===== config.mk =====
export PLATFORM = sky130hd
export DESIGN_NAME = fetch_stage_flat
export DESIGN_NICKNAME = d
export VERILOG_FILES = /design/src/rtl/fetch_stage_pkg.sv /design/src/rtl/fetch_stage_if.sv /design/src/rtl/fetch_skid_buffer.sv /design/src/rtl/fetch_stage.sv /design/src/flat_wrapper.sv
export SDC_FILE = /design/constraint.sdc
export NUM_CORES = 1
export LEC_CHECK = 0
export BUFFER_PORTS_ARGS = -buffer_cell sky130_fd_sc_hd__buf_2
export CORE_MARGIN = 10
export CORE_UTILIZATION = 50
export DETAILED_ROUTE_END_ITERATION = 10
export GPL_ROUTABILITY_DRIVEN = 0
export MAX_ROUTING_LAYER = met4
export PLACE_DENSITY_LB_ADDON = 0.2
export SETUP_SLACK_MARGIN = 0.1
export SLEW_MARGIN = 20
export SYNTH_ARGS = -nofsm -noshare
export SYNTH_HDL_FRONTEND = slang
export SYNTH_SLANG_ARGS = --single-unit

===== constraint.sdc =====
create_clock -name clk -period 3.6 [get_ports clk]
set_input_delay 0.54 -clock clk [delete_from_list [all_inputs] [get_ports clk]]
set_output_delay 0.54 -clock clk [all_outputs]
set_load 0.1 [all_outputs]

===== src/rtl/fetch_stage_pkg.sv =====
// Shared types and constants for the RV32I instruction fetch stage.
// Holds the fetch FSM encoding, the canonical NOP and the PC arithmetic helpers.
package fetch_stage_pkg;

  typedef enum logic [1:0] {
    FS_BOOT,
    FS_FETCH,
    FS_WAIT,
    FS_HOLD
  } fetch_state_t;

  localparam logic [31:0] NOP_INSTR_C = 32'h0000_0013;
  localparam logic [31:0] RESET_PC_C  = 32'h0000_0000;
  localparam logic [31:0] PC_STEP_C   = 32'd4;

  // Redirect targets are forced onto a word boundary; the fault is reported separately.
  function automatic logic [31:0] align_word(input logic [31:0] addr);
    return {addr[31:2], 2'b00};
  endfunction

  function automatic logic [31:0] next_pc(input logic [31:0] pc);
    return pc + PC_STEP_C;
  endfunction

endpackage


===== src/rtl/fetch_stage_if.sv =====
// Instruction memory request/response bus between fetch (master) and imem (slave).
// Single outstanding request; responses arrive in order at least one cycle after the request.
interface fetch_stage_if;

  logic        imem_req;
  logic [31:0] imem_addr;
  logic        imem_rvalid;
  logic [31:0] imem_rdata;

  modport master (
    output imem_req,
    output imem_addr,
    input  imem_rvalid,
    input  imem_rdata
  );

  modport slave (
    input  imem_req,
    input  imem_addr,
    output imem_rvalid,
    output imem_rdata
  );

endinterface


===== src/rtl/fetch_skid_buffer.sv =====
// One-entry {pc, instr} holding register used while decode is stalled.
// Clear (redirect) wins over load; drain empties it once decode has taken the entry.
module fetch_skid_buffer
  import fetch_stage_pkg::*;
#(
  parameter logic [31:0] NOP_INSTR = NOP_INSTR_C
) (
  input  logic        clk,
  input  logic        rst,
  input  logic        load,
  input  logic        drain,
  input  logic        clear,
  input  logic [31:0] pc_in,
  input  logic [31:0] instr_in,
  output logic        valid_out,
  output logic [31:0] pc_out,
  output logic [31:0] instr_out
);

  logic        valid_q, valid_d;
  logic [31:0] pc_q, pc_d;
  logic [31:0] instr_q, instr_d;

  always_comb begin
    valid_d = valid_q;
    pc_d    = pc_q;
    instr_d = instr_q;
    if (clear) begin
      valid_d = 1'b0;
      instr_d = NOP_INSTR;
    end else if (load) begin
      valid_d = 1'b1;
      pc_d    = pc_in;
      instr_d = instr_in;
    end else if (drain) begin
      valid_d = 1'b0;
    end
  end

  always_ff @(posedge clk) begin
    if (rst) begin
      valid_q <= 1'b0;
      pc_q    <= '0;
      instr_q <= NOP_INSTR;
    end else begin
      valid_q <= valid_d;
      pc_q    <= pc_d;
      instr_q <= instr_d;
    end
  end

  assign valid_out = valid_q;
  assign pc_out    = pc_q;
  assign instr_out = instr_q;

endmodule


===== src/rtl/fetch_stage.sv =====
// Instruction fetch for the 5-stage RV32I pipeline: owns the PC, issues single-outstanding
// imem requests, feeds decode, and squashes in-flight fetches made stale by a redirect.
module fetch_stage
  import fetch_stage_pkg::*;
#(
  parameter logic [31:0] RESET_PC  = RESET_PC_C,
  parameter logic [31:0] NOP_INSTR = NOP_INSTR_C
) (
  input  logic          clk,
  input  logic          rst,
  input  logic          branch_taken,
  input  logic [31:0]   pc_branch,
  input  logic          stall,
  fetch_stage_if.master imem,
  output logic [31:0]   pc_decode,
  output logic [31:0]   instr_decode,
  output logic          instr_valid,
  output logic          misalign_fault
);

  fetch_state_t state_q, state_d;
  logic [31:0]  pc_q, pc_d;
  logic         kill_q, kill_d;
  logic [31:0]  pc_dec_q, pc_dec_d;
  logic [31:0]  instr_dec_q, instr_dec_d;
  logic         valid_dec_q, valid_dec_d;
  logic         misalign_q, misalign_d;

  logic         skid_load, skid_drain, skid_clear;
  logic         skid_valid;
  logic [31:0]  skid_pc, skid_instr;

  fetch_skid_buffer #(
    .NOP_INSTR (NOP_INSTR)
  ) u_skid (
    .clk       (clk),
    .rst       (rst),
    .load      (skid_load),
    .drain     (skid_drain),
    .clear     (skid_clear),
    .pc_in     (pc_q),
    .instr_in  (imem.imem_rdata),
    .valid_out (skid_valid),
    .pc_out    (skid_pc),
    .instr_out (skid_instr)
  );

  assign imem.imem_req  = (state_q == FS_FETCH);
  assign imem.imem_addr = pc_q;

  always_comb begin
    state_d     = state_q;
    pc_d        = pc_q;
    kill_d      = kill_q;
    pc_dec_d    = pc_dec_q;
    instr_dec_d = instr_dec_q;
    valid_dec_d = valid_dec_q;
    misalign_d  = 1'b0;
    skid_load   = 1'b0;
    skid_drain  = 1'b0;
    skid_clear  = 1'b0;

    if (branch_taken) begin
      // A redirect overrides stall and any response arriving in the same cycle.
      pc_d        = align_word(pc_branch);
      valid_dec_d = 1'b0;
      instr_dec_d = NOP_INSTR;
      skid_clear  = 1'b1;
      misalign_d  = |pc_branch[1:0];
      case (state_q)
        FS_WAIT: begin
          if (imem.imem_rvalid) begin
            kill_d  = 1'b0;
            state_d = FS_FETCH;
          end else begin
            kill_d  = 1'b1;
          end
        end
        FS_FETCH: begin
          kill_d  = 1'b1;
          state_d = FS_WAIT;
        end
        default: begin
          kill_d  = 1'b0;
          state_d = FS_FETCH;
        end
      endcase
    end else begin
      if (!stall) begin
        valid_dec_d = 1'b0;
        instr_dec_d = NOP_INSTR;
      end
      case (state_q)
        FS_BOOT:  state_d = FS_FETCH;
        FS_FETCH: state_d = FS_WAIT;
        FS_WAIT: begin
          if (imem.imem_rvalid) begin
            if (kill_q) begin
              // Stale response for a pre-redirect request; pc_q already holds the target.
              kill_d  = 1'b0;
              state_d = FS_FETCH;
            end else if (!stall) begin
              pc_dec_d    = pc_q;
              instr_dec_d = imem.imem_rdata;
              valid_dec_d = 1'b1;
              pc_d        = next_pc(pc_q);
              state_d     = FS_FETCH;
            end else begin
              skid_load = 1'b1;
              state_d   = FS_HOLD;
            end
          end
        end
        FS_HOLD: begin
          if (!stall) begin
            pc_dec_d    = skid_pc;
            instr_dec_d = skid_valid ? skid_instr : NOP_INSTR;
            valid_dec_d = skid_valid;
            skid_drain  = 1'b1;
            pc_d        = next_pc(pc_q);
            state_d     = FS_FETCH;
          end
        end
        default: state_d = FS_BOOT;
      endcase
    end
  end

  always_ff @(posedge clk) begin
    if (rst) begin
      state_q     <= FS_BOOT;
      pc_q        <= RESET_PC;
      kill_q      <= 1'b0;
      pc_dec_q    <= RESET_PC;
      instr_dec_q <= NOP_INSTR;
      valid_dec_q <= 1'b0;
      misalign_q  <= 1'b0;
    end else begin
      state_q     <= state_d;
      pc_q        <= pc_d;
      kill_q      <= kill_d;
      pc_dec_q    <= pc_dec_d;
      instr_dec_q <= instr_dec_d;
      valid_dec_q <= valid_dec_d;
      misalign_q  <= misalign_d;
    end
  end

  assign pc_decode      = pc_dec_q;
  assign instr_decode   = instr_dec_q;
  assign instr_valid    = valid_dec_q;
  assign misalign_fault = misalign_q;

endmodule

===== src/flat_wrapper.sv =====
// flat-port wrapper written by rule: the top's interface ports become plain ports
module fetch_stage_flat import fetch_stage_pkg::*;
#(
  parameter logic [31:0] RESET_PC  = RESET_PC_C,
  parameter logic [31:0] NOP_INSTR = NOP_INSTR_C
)
  (clk, rst, branch_taken, pc_branch, stall, pc_decode, instr_decode, instr_valid, misalign_fault, imem_imem_req, imem_imem_addr, imem_imem_rvalid, imem_imem_rdata);
  fetch_stage_if imem_i ();
  input  logic clk;
  input  logic rst;
  input  logic branch_taken;
  input  logic [31:0] pc_branch;
  input  logic stall;
  output logic [31:0] pc_decode;
  output logic [31:0] instr_decode;
  output logic instr_valid;
  output logic misalign_fault;
  output wire logic [$bits(imem_i.imem_req)-1:0] imem_imem_req;
  output wire logic [$bits(imem_i.imem_addr)-1:0] imem_imem_addr;
  input wire logic [$bits(imem_i.imem_rvalid)-1:0] imem_imem_rvalid;
  input wire logic [$bits(imem_i.imem_rdata)-1:0] imem_imem_rdata;
  assign imem_imem_req = imem_i.imem_req;
  assign imem_imem_addr = imem_i.imem_addr;
  assign imem_i.imem_rvalid = imem_imem_rvalid;
  assign imem_i.imem_rdata = imem_imem_rdata;
  fetch_stage #(.RESET_PC(RESET_PC), .NOP_INSTR(NOP_INSTR)) u_core (.clk(clk), .rst(rst), .branch_taken(branch_taken), .pc_branch(pc_branch), .stall(stall), .imem(imem_i), .pc_decode(pc_decode), .instr_decode(instr_decode), .instr_valid(instr_valid), .misalign_fault(misalign_fault));
endmodule

Word level (Yosys, flattened, before mapping)
Index checks and enable logic that the tools add are counted.

Reduce and logical (&&, ||, !) cells: 16. Add/sub/neg operators: 1. Equal/unequal tests: 10. Shift operators: 0. Div/mod/pow operators: 0. $lt $le $gt $ge: 0. Bitwise logic cells: 2. Multiplexer cells: 47. Multipliers: 0.

Operators with widths (number): 32-bit two-way mux (14); 32-bit case mux with 2 select lines (3); 32-bit by 3-bit adder with 32-bit output, second input constant (1); 1-bit two-way mux (20); 2-bit two-way mux (6); 3-bit != test, second input constant (3); 2-bit != test, second input constant (4); 2-bit case mux with 4 select lines (1); 2-bit nonzero test (4); 2-bit OR reduction (4); 2-bit AND reduction (3); 3-bit AND reduction (2); 6-bit AND reduction (1); 2-bit == test, second input constant (2); 1-bit case mux with 2 select lines (2); 2-bit case mux with 2 select lines (1); 3-bit nonzero test (1); 2-bit by 1-bit == test with 1-bit output, second input constant (1); 2-bit logical NOT (1); 1-bit inverter (2).

Latch bits: 0. ROM bits: 0. Memories kept: 0. Register bits after elaboration: 166. Bits of input ports: 69. Output and inout port bits: 99. Memory bits (writable): 0.

Longest topological paths before layout
Gate-level depths: netlist of run 1.

Depth after elaboration: 6. Gate-level depth with buffers: 9. Gate-level depth less buffers: 6.

Cells and area by module
A second synthesis of run 1 with hierarchy kept.

Cells, all modules: 787. Area total of the unflattened synthesis: 7389.6 µm².

Modules (own cells, without submodules): fetch_stage (area each 4737.0 µm², instances 1, cells an instance 534, sequential area each 1981.9 µm²); fetch_skid_buffer (area each 2652.5 µm², instances 1, cells an instance 253, sequential area each 1301.2 µm²).

Least setup slack after synthesis of run 1
Ideal clock, no wire load.

Path type: register -> register. From: register u_core.pc_q[17], in the netlist u_core.imem.imem_addr[17]. To: register u_core.pc_q[23], in the netlist u_core.imem.imem_addr[23]. Data arrival time: 2.656 ns. Period minus slack after synthesis: 2.747 ns. Cell stages (with the launch flop): 7. Path slack: 0.853 ns. Path buffers: 2. Cell sequence: dfxtp_1 clkbuf_8 nand4_2 or4_1 buf_2 or4_1 a311oi_1.

Cells in the longest elaborated chain, start to end: 6.

RTL lines: start, declared (line fetch_stage.sv:22) `logic [31:0] pc_q, pc_d;`; start signal, assigned (line fetch_stage.sv:140) `pc_q <= pc_d;`; 32-bit by 3-bit adder with 32-bit output (*) (line fetch_stage_pkg.sv:22) `return pc + PC_STEP_C;`; 32-bit two-way mux (*) (line fetch_stage.sv:102, fetch_stage.sv:115); 32-bit two-way mux (line fetch_stage.sv:98) `if (kill_q) begin`; 32-bit two-way mux (line fetch_stage.sv:97) `if (imem.imem_rvalid) begin`; 32-bit case mux with 2 select lines (*) (line fetch_stage.sv:93) `case (state_q)`; 32-bit two-way mux (*) (line fetch_stage.sv:63) `if (branch_taken) begin`.

Mark *: on every way between the ends. The rest lies on a longest branch, timed or not. The select of a mux whose other input is x is not followed. A chain may end at the register's enable or synchronous reset.

Worst setup path after layout of run 1
From: register u_core.state_q[1]. To: register u_core.pc_dec_q[4], in the netlist u_core.pc_decode[4].

Cells in the longest elaborated chain, start to end: 3.

RTL lines: start, declared (line fetch_stage.sv:21) `fetch_state_t state_q, state_d;`; start signal, assigned (line fetch_stage.sv:139) `state_q <= state_d;`; 2-bit == test (line fetch_stage.sv:93); 2-bit != test (no line) / 2-bit nonzero test (equally long branches); 6-bit AND reduction (no line); end signal, assigned (line fetch_stage.sv:142) `pc_dec_q <= pc_dec_d;`; end, declared (line fetch_stage.sv:24) `logic [31:0] pc_dec_q, pc_dec_d;`.

Parallel ways exist; a longest one is shown, timed or not.

==> impl_metrics.csv, run 1 <==
group,metric,value,unit
synth,synth-compound-area-share,0.200,
power_and_ir_drop,pwr-share-seq,0.450,
finish,multiInputGateArea,0.00344,mm2
finish,final_common_cell,"buf_2",
power_and_ir_drop,power.switching,1.30,mW
floorplan,dieArea,0.0192,mm2
run_status,status,"finished clean",
min_path,hold_start,"pc_branch[0]",
route,wl_per_cell,17.5,um
sta,max_slew_margin,0.431,
synth,synth-edff-count,0,
clock_tree,h-tree-depth,4,
route,postRouteAntennaNets,0,
finish,area_growth,19.3,%
critical_path,crit_path_end_kind,"flip-flop",
global_route,grt_start_max_net_pins,75,
synth,muxShareOfSynthArea,0.0441,
synth,yosys.area_share.simple,0.220,
route,vias,6504,
critical_path,cp.required,3.92,ns
power_and_ir_drop,power_switching_share,0.310,
finish,layout-drive-gt1-share,0.238,
power_and_ir_drop,powerDensity,500,mW/mm2
placed_design,portBuffers,163,
power_and_ir_drop,power.leakage,3.13,nW
synth,yosysWarnings,0,
sta,setup_viol_count_final,0,
synth,synth-seq-area-share,0.455,
critical_path,crit_type,"flip-flop to flip-flop",
synth,synth-main-ff-cell,"dfxtp_1",
clock_tree,numCtsBuffers,17,
clock_tree,holdBufCountCts,0,
critical_path,startpoint_type,"flip-flop",
clock_tree,cts_root_buf,"clkbuf_16",
critical_path,endpoint,"u_core.pc_decode[4]",
clock_tree,postCtsSetupBuffers,0,
floorplan,die_w,139,um
floorplan,io_pins,168,
power_and_ir_drop,intPower,2.89,mW
sta,clock_skew,0.00809,ns
route,initialDrtViolationCount,606,
synth,synth-adder-area-share,0.00711,
floorplan,initial_utilization,0.509,
critical_path,r2r_start,"u_core.state_q[1]",
flow_run,maxCapViolCount,0,
power_and_ir_drop,pwr-share-clk,0.400,
sta,hold_ws,0.306,ns
clock_tree,cts_buffer_depth,2,
finish,final_nets,1014,
synth,synth_area,0.00703,mm2
global_route,grt_pass1_vias,6247,
sta,max_freq,371,MHz
critical_path,crit_start,"u_core.state_q[1]",
global_route,antenna_found_initial,1,
synth,yosys.cell_types.count,64,
critical_path,reg2reg_depth,6,
critical_path,cp_max_fo,60,
synth,synthArstFlopShare,0,
sta,hold_violations,0,
route,via_per_inst,5.73,
power_and_ir_drop,pwr-share-comb,0.150,
route,dr.pass1.iters,8,
synth,post_synth.cell_area_avg,8.58,um2
sta,tightestPinTransition,0.853,ns
sta,rsz0062_at_grt,"false",
synth,synth_seq_cells,160,
critical_path,r2r_slack,0.91,ns
finish,mostFrequentLayoutCells,"162 x buf_2, 160 x dfxtp_1, 139 x nand2_1, 86 x nor2_1, 70 x a21oi_1",
clock_tree,cts.clk_slew.worst_paths,0.06,ns
floorplan,fp.coreArea,0.0138,mm2
clock_tree,clk_latency,0.42,ns
floorplan,fp-row-count,43,
global_route,grt_overflow,0,
synth,synth_top_family_by_area,"simple AND/OR/NAND/NOR gates",
synth,syn_inst,820,
sta,min_period_over_period,0.748,
clock_tree,tritoncts,"done",
critical_path,reg2reg_to,"u_core.pc_decode[4]",
route,drc,0,
sta,min_period,2.69,ns
synth,netlist.top_cell.by_area,"dfxtp_1",
clock_tree,clock-sinks,160,
clock_tree,post_cts_resized,0,
finish,regArea,0.00320,mm2
synth,synth_xor_area_frac,0.00996,
sta,tns,0,ns
synth,synth_area_leaders,"dfxtp_1 46%, nand2_1 7.4%, a21oi_1 5.0%",
sta,final-max-slew-violation-count,0,
global_route,groute.usage.overall,0.207,
placed_design,dp_hpwl,13500,um
route,totalWireLength,19900,um
power_and_ir_drop,power,4.19,mW
finish,fillers,1295,
min_path,hp-class,"input port to flip-flop",
global_route,grt_pass1_wl,32500,um
power_and_ir_drop,ir_drop,0.461,mV
critical_path,cp.arrival,3.02,ns
floorplan,die_h,139,um
synth,synth_top_area_frac,0.455,
## cell type report
cell class / instances / area share
clock inverters: 12 / 0.00999
multi-input cells: 575 / 0.410
repair buffers: 177 / 0.112
well taps: 180 / 0.0268
inverters: 10 / 0.00447
diodes: 1 / 0.000298
flip-flops and latches: 160 / 0.382
clock buffers: 20 / 0.0556
## power groups by stage
stage               combinational (mW)  clock, mW  sequential [mW]
floorplan                        0.241          0             2.17
global placement                 0.626          0             1.92
detailed placement               0.631          0             1.92
CTS                              0.633       1.70             1.89
global route                     0.668       1.78             1.89
finish                           0.629       1.68             1.89
## layer usage
metal,vias up,global-route usage,share of wire
met5,-,-,0
met4,0,0.0467,0.012
met3,19,0.0644,0.073
met2,216,0.328,0.47
met1,3073,0.253,0.44
li1,3196,-,-
## kinds of logic after synthesis
kind of cell / after synthesis
AO/OA/AOI/OAI: 200
XOR/XNOR: 8
adder cells (fa/ha/maj): 4
buffers and inverters: 88
flip-flops: 160
multiplexers: 31
other: 1
AND/OR/NAND/NOR: 328
## synth_stat cells, types with 12 or more instances
| library cell | instances |
|---|---|
| a211oi_1 | 41 |
| clkbuf_1 | 54 |
| mux2i_1 | 31 |
| nand3_1 | 16 |
| dfxtp_1 | 160 |
| nor2_1 | 87 |
| a222oi_1 | 29 |
| nand2_1 | 139 |
| a311oi_1 | 14 |
| o21ai_0 | 15 |
| nand4_1 | 12 |
| a21oi_1 | 70 |
## per-stage QoR
stage / instance area, um2 / setup slack (ns) / utilization / instances
after global routing: 8390 / 0.655 / 0.607 / 1135
after CTS: 8390 / 0.895 / 0.607 / 1134
final: 8390 / 0.907 / 0.607 / 1135
after detailed placement: 7840 / 0.820 / 0.567 / 1102
after global placement: 7840 / 0.859 / 0.567 / 1102
after floorplan: 7050 / 0.853 / - / 823
## sequential cells by signal, summed over array words and instances, names as in the netlist
register                 flops
u_core.instr_decode         32
u_core.u_skid.instr_out     32
u_core.misalign_fault        1
u_core.kill_q                1
u_core.instr_valid           1
u_core.u_skid.pc_out        30
u_core.pc_decode            30
u_core.u_skid.valid_out      1
u_core.state_q               2
u_core.imem.imem_addr       30
## worst min-delay path by stage
stage | slack [ns] | end | cells past startpoint
6_report | 0.31 | u_core.misalign_fault | 2
5_1_grt | 0.30 | u_core.misalign_fault | 2
4_1_cts | 0.29 | u_core.misalign_fault | 2
3_5_place_dp | 0.45 | u_core.u_skid.instr_out[2] | 2
3_3_place_gp | 0.44 | u_core.u_skid.pc_out[20] | 2
2_1_floorplan | 0.44 | u_core.u_skid.instr_out[0] | 2
## critical path: stages (launching register included)
cell and delay, ns:
dfxtp_1 0.39, ha_1 0.46, or4bb_1 0.68, a21oi_4 0.16, buf_4 0.49, nor2_1 0.12
a211oi_1 0.27
(Power assumes the default switching activity.)
==> run 2, diff against run 1 <==
==> constraint.sdc (replaced) <==
create_clock -name clk -period 2.5 [get_ports clk]
set_input_delay 0.375 -clock clk [delete_from_list [all_inputs] [get_ports clk]]
set_output_delay 0.375 -clock clk [all_outputs]
set_load 0.1 [all_outputs]
==> impl_metrics.csv, run 2 (synthesis results as in run 1) <==
group,metric,value,unit
sta,tightestPinTransition,0.718,ns
power_and_ir_drop,powerDensity,699,mW/mm2
route,wl_per_cell,17.4,um
floorplan,io_pins,168,
global_route,grt_pass1_vias,6427,
finish,post-route-util,0.616,
route,dr.pass1.iters,7,
finish,layout-drive-gt1-share,0.270,
clock_tree,cts.clk_slew.worst_paths,0.06,ns
finish,final_common_cell,"buf_2",
critical_path,cpPeakStageDelay,0.49,ns
route,via_per_inst,5.71,
global_route,grt_pass1_wl,32800,um
critical_path,cp_top_family,"simple AND/OR/NAND/NOR gates",
critical_path,cp_max_fo,10,
floorplan,die_h,139,um
clock_tree,cts_root_buf,"clkbuf_16",
finish,fin_area,0.00852,mm2
sta,tns,0,ns
critical_path,reg2reg_depth,8,
sta,setup_viol_count_final,0,
min_path,min_path_cells,2,
critical_path,slowest_stage,"or4_1",
sta,rsz0062_at_grt,"true",
sta,min_period_over_period,0.918,
floorplan,die_w,139,um
clock_tree,holdBufCountCts,0,
finish,fin_cells,1144,
critical_path,path_buf_inv,3,
floorplan,dieArea,0.0192,mm2
route,totalWireLength,19900,um
placed_design,portBuffers,163,
route,initialDrtViolationCount,494,
sta,hold_violations,0,
route,vias,6535,
clock_tree,clock-sinks,160,
route,postRouteAntennaNets,0,
clock_tree,clk_latency,0.42,ns
clock_tree,post_cts_resized,0,
sta,min_period,2.30,ns
min_path,hold_start,"pc_branch[0]",
min_path,hp-class,"input port to flip-flop",
clock_tree,numCtsBuffers,17,
critical_path,startpoint_type,"flip-flop",
global_route,antenna_found_initial,1,
global_route,groute.usage.overall,0.207,
critical_path,cp.required,2.81,ns
route,drc,0,
finish,fillers,1267,
finish,final_nets,1024,
clock_tree,cts_buffer_depth,2,
critical_path,crit_type,"flip-flop to flip-flop",
floorplan,initial_utilization,0.509,
sta,final-max-slew-violation-count,0,
clock_tree,h-tree-depth,4,
critical_path,r2r_start,"u_core.state_q[0]",
sta,max_freq,436,MHz
critical_path,crit_top_cell,"buf_4",
power_and_ir_drop,ir_drop,0.396,mV
global_route,grt_start_max_net_pins,60,
critical_path,path_depth,8,
run_status,status,"finished clean",
sta,max_slew_margin,0.519,
floorplan,fp.coreArea,0.0138,mm2
critical_path,worstPathCellList,"inv_1, ha_1, buf_4, nor3b_2, buf_4, o21ai_2, or4_1, a311oi_1",
placed_design,post-place-cells,1112,
sta,clock_skew,0.00919,ns
flow_run,maxCapViolCount,0,
placed_design,dp_hpwl,13900,um
clock_tree,tritoncts,"done",
clock_tree,postCtsSetupBuffers,0,
critical_path,r2r_slack,0.20,ns
global_route,grt_overflow,0,
floorplan,fp-row-count,43,
placed_design,place_area,0.00798,mm2
critical_path,reg2reg_to,"u_core.imem.imem_addr[14]",
critical_path,crit_path_end_kind,"flip-flop",
min_path,whs_endpoint,"u_core.misalign_fault",
power_and_ir_drop,power.leakage,3.18,nW
finish,mostFrequentLayoutCells,"162 x buf_2, 138 x nand2_1, 137 x dfxtp_1, 86 x nor2_1, 70 x a21oi_1",
power_and_ir_drop,power,5.96,mW
critical_path,cp.arrival,2.61,ns
finish,area_growth,21.2,%
[run 2: cell count changes in the layout (fill, tap and decap cells not counted), moves of 2 or more]
cell | previous run | this run
dfxtp_1 | 160 | 137
dfxtp_2 | 0 | 23
clkinv_2 | 5 | 7
buf_4 | 14 | 21
inv_6 | 3 | 0
buf_12 | 1 | 4
[run 2: area by class of cell]
cell class	count	area (um2)	share of cell area
Inverter	10	37.5	0.00440
Antenna cell	1	2.50	0.000294
Sequential cell	160	3230	0.379
Clock inverter	11	67.6	0.00793
Tap cell	180	225	0.0264
Timing Repair Buffer	187	1050	0.123
Multi-Input combinational cell	575	3450	0.405
Clock buffer	20	457	0.0536
[run 2: report_power, final]
part	switching, mW	internal [mW]
combinational	0.708	0.211
clock	1.01	1.30
sequential	0.104	2.62
[run 2: metal layers]
metal | share of wire | global-route usage | routed length, um | vias to the layer above
met2 | 0.47 | 0.325 | 9450 | 196
met4 | 0.013 | 0.0566 | 257 | 0
met5 | 0 | - | 0 | -
li1 | - | - | - | 3220
met1 | 0.45 | 0.256 | 8980 | 3097
met3 | 0.061 | 0.0599 | 1220 | 22
[run 2: stage by stage]
| step | hold slack, ns | worst slack (ns) |
|---|---|---|
| floorplan | 0.435 | 0.117 |
| global placement | 0.441 | 0.254 |
| detailed placement | 0.446 | 0.177 |
| CTS | 0.135 | 0.167 |
| global route | 0.149 | 0.0503 |
| finish | 0.153 | 0.204 |
[run 2: worst register-to-register path, delay by kind of cell, from the launching register on]
family	cells	cell delay [ns]
AOI/OAI and AO/OA	2	0.39
adders and majority gates	1	0.23
buffers and inverters	3	0.42
DFF	1	0.38
and+or+nand+nor	2	0.78
[run 2: worst max-delay path by stage]
stage                              startpoint                   endpoint  slack (ns)
detailed placement          u_core.state_q[0]  u_core.imem.imem_addr[14]        0.18
CTS                         u_core.state_q[0]  u_core.imem.imem_addr[14]        0.17
global placement            u_core.state_q[0]  u_core.imem.imem_addr[17]        0.25
finish                      u_core.state_q[0]  u_core.imem.imem_addr[14]        0.20
global route                u_core.state_q[0]  u_core.imem.imem_addr[14]        0.05
floorplan           u_core.imem.imem_addr[17]  u_core.imem.imem_addr[23]        0.12
==> run 3, diff against run 2 <==
--- a/config.mk
+++ b/config.mk
@@ -7,7 +7,7 @@
 export LEC_CHECK = 0
 export BUFFER_PORTS_ARGS = -buffer_cell sky130_fd_sc_hd__buf_2
 export CORE_MARGIN = 10
-export CORE_UTILIZATION = 50
+export CORE_UTILIZATION = 48
 export DETAILED_ROUTE_END_ITERATION = 10
 export GPL_ROUTABILITY_DRIVEN = 0
 export MAX_ROUTING_LAYER = met4
==> constraint.sdc (replaced) <==
create_clock -name clk -period 1.9 [get_ports clk]
set_input_delay 0.285 -clock clk [delete_from_list [all_inputs] [get_ports clk]]
set_output_delay 0.285 -clock clk [all_outputs]
set_load 0.1 [all_outputs]
==> impl_metrics.csv, run 3 (synthesis results as in run 1) <==
group,metric,value,unit
clock_tree,cts.clk_slew.worst_paths,0.07,ns
min_path,min_path_cells,2,
sta,min_period,1.93,ns
global_route,grt_overflow,0,
power_and_ir_drop,ir_drop,0.622,mV
power_and_ir_drop,power.leakage,3.93,nW
placed_design,dp_hpwl,14200,um
floorplan,die_w,141,um
min_path,hold_start,"pc_branch[0]",
critical_path,slowest_stage,"or4bb_4",
critical_path,cp_top_family,"buffers and inverters",
min_path,hp-class,"input port to flip-flop",
route,dr.pass1.iters,8,
clock_tree,numCtsBuffers,17,
global_route,antenna_found_initial,0,
clock_tree,clock-sinks,160,
route,vias,7357,
route,via_per_inst,5.92,
run_status,failed_checks,"negative setup slack",
finish,antennaDiodeCount,0,
sta,max_slew_margin,0.528,
finish,final_common_cell,"buf_2",
clock_tree,h-tree-depth,4,
clock_tree,holdBufCountCts,0,
sta,hold_violations,0,
sta,setup_viol_count_final,12,
clock_tree,cts_buffer_depth,2,
placed_design,portBuffers,163,
clock_tree,cts_root_buf,"clkbuf_16",
global_route,grt_pass1_wl,33900,um
sta,max_freq,519,MHz
floorplan,dieArea,0.0199,mm2
critical_path,crit_top_cell,"buf_12",
sta,tightestPinTransition,0.708,ns
power_and_ir_drop,powerDensity,833,mW/mm2
critical_path,r2r_start,"u_core.state_q[0]",
critical_path,crit_type,"flip-flop to flip-flop",
floorplan,fp.coreArea,0.0144,mm2
sta,fin_ws,-0.0277,ns
critical_path,worstPathCellList,"inv_2, ha_4, or4bb_4, a21oi_4, buf_12, buf_12, clkbuf_16, a211oi_1",
finish,layout-drive-gt1-share,0.408,
sta,min_period_over_period,1.01,
floorplan,io_pins,168,
clock_tree,clk_latency,0.42,ns
run_status,status,"complete, but fails checks",
route,postRouteAntennaNets,0,
flow_run,maxCapViolCount,0,
finish,final_nets,1118,
global_route,grt_pass1_vias,6716,
critical_path,crit_path_end_kind,"flip-flop",
finish,mostFrequentLayoutCells,"161 x buf_2, 131 x dfxtp_1, 128 x nand2_1, 82 x nor2_1, 65 x buf_4",
critical_path,path_buf_inv,4,
route,totalWireLength,25200,um
critical_path,startpoint_type,"flip-flop",
floorplan,fp-row-count,44,
critical_path,cp.arrival,2.22,ns
critical_path,r2r_slack,-0.03,ns
critical_path,reg2reg_depth,8,
route,wl_per_cell,20.3,um
global_route,grt_start_max_net_pins,61,
floorplan,die_h,141,um
min_path,whs_endpoint,"u_core.misalign_fault",
critical_path,cpPeakStageDelay,0.51,ns
sta,rsz0062_at_grt,"true",
floorplan,initial_utilization,0.488,
clock_tree,tritoncts,"done",
route,initialDrtViolationCount,723,
sta,clock_skew,0.00529,ns
global_route,groute.usage.overall,0.211,
critical_path,reg2reg_to,"u_core.pc_decode[20]",
sta,final-max-slew-violation-count,0,
route,drc,0,
finish,fillers,1100,
critical_path,cp.required,2.19,ns
critical_path,cp_max_fo,7,
finish,area_growth,45.3,%
placed_design,dp_slack,-0.129,ns
power_and_ir_drop,power,8.51,mW
run 3: how the worst max path moves through the flow:
stage	start	endpoint	slack [ns]	cells after the start
finish	u_core.state_q[0]	u_core.pc_decode[20]	-0.03	8
CTS	u_core.state_q[0]	u_core.imem.imem_addr[23]	-0.002	7
floorplan	u_core.imem.imem_addr[17]	u_core.imem.imem_addr[23]	-0.27	6
global route	u_core.state_q[0]	u_core.imem.imem_addr[15]	-0.10	7
global placement	u_core.state_q[0]	u_core.imem.imem_addr[17]	-0.06	6
detailed placement	u_core.state_q[0]	u_core.imem.imem_addr[29]	-0.13	6
run 3: layout make-up:
class / count / area (um2) / area share
clock buffer: 18 / 429 / 0.0420
clock inverter: 14 / 165 / 0.0162
inverter: 10 / 37.5 / 0.00367
multi-input combinational: 577 / 3850 / 0.376
sequential: 160 / 3290 / 0.322
tap: 184 / 230 / 0.0225
timing repair buffer: 279 / 2220 / 0.217
run 3: metal layers:
layer / up-vias / global-route usage / routed length, um
met5: - / - / 0
met4: 0 / 0.0538 / 732
met3: 56 / 0.0648 / 2300
met2: 362 / 0.338 / 12100
met1: 3521 / 0.252 / 10100
li1: 3418 / - / -
run 3: timing repair:
item / in CTS / in global routing
buffers inserted: 12 / 9
gates resized for setup: 23 / 91
setup endpoints to repair: 54 / 151
gates cloned: 3 / 24
pin swaps: 23 / 41
run 3: through the flow:
stage | area [um2] | hold WS (ns) | cells | setup TNS [ns] | utilization
finish | 10200 | 0.0593 | 1242 | -0.193 | 0.708
CTS | 9360 | 0.0505 | 1209 | -0.00192 | 0.649
floorplan | 7290 | 0.395 | 823 | -1.02 | -
detailed placement | 8490 | 0.446 | 1162 | -0.676 | 0.589
global placement | 8490 | 0.441 | 1162 | -0.192 | 0.589
global route | 10200 | 0.0594 | 1242 | -2.51 | 0.708
run 3: worst reg2reg max path, stage by stage, from the launching register on:
cell and delay, ns:
dfxtp_2 0.34, inv_2 0.06, ha_4 0.17, or4bb_4 0.51
a21oi_4 0.19, buf_12 0.16, buf_12 0.14, clkbuf_16 0.15
a211oi_1 0.07
run 3: power breakdown:
group	switching [mW]	internal, mW	leakage, nW
Clock	1.42	2.07	0.286
Sequential	0.0948	3.44	1.31
Combinational	1.08	0.416	2.33
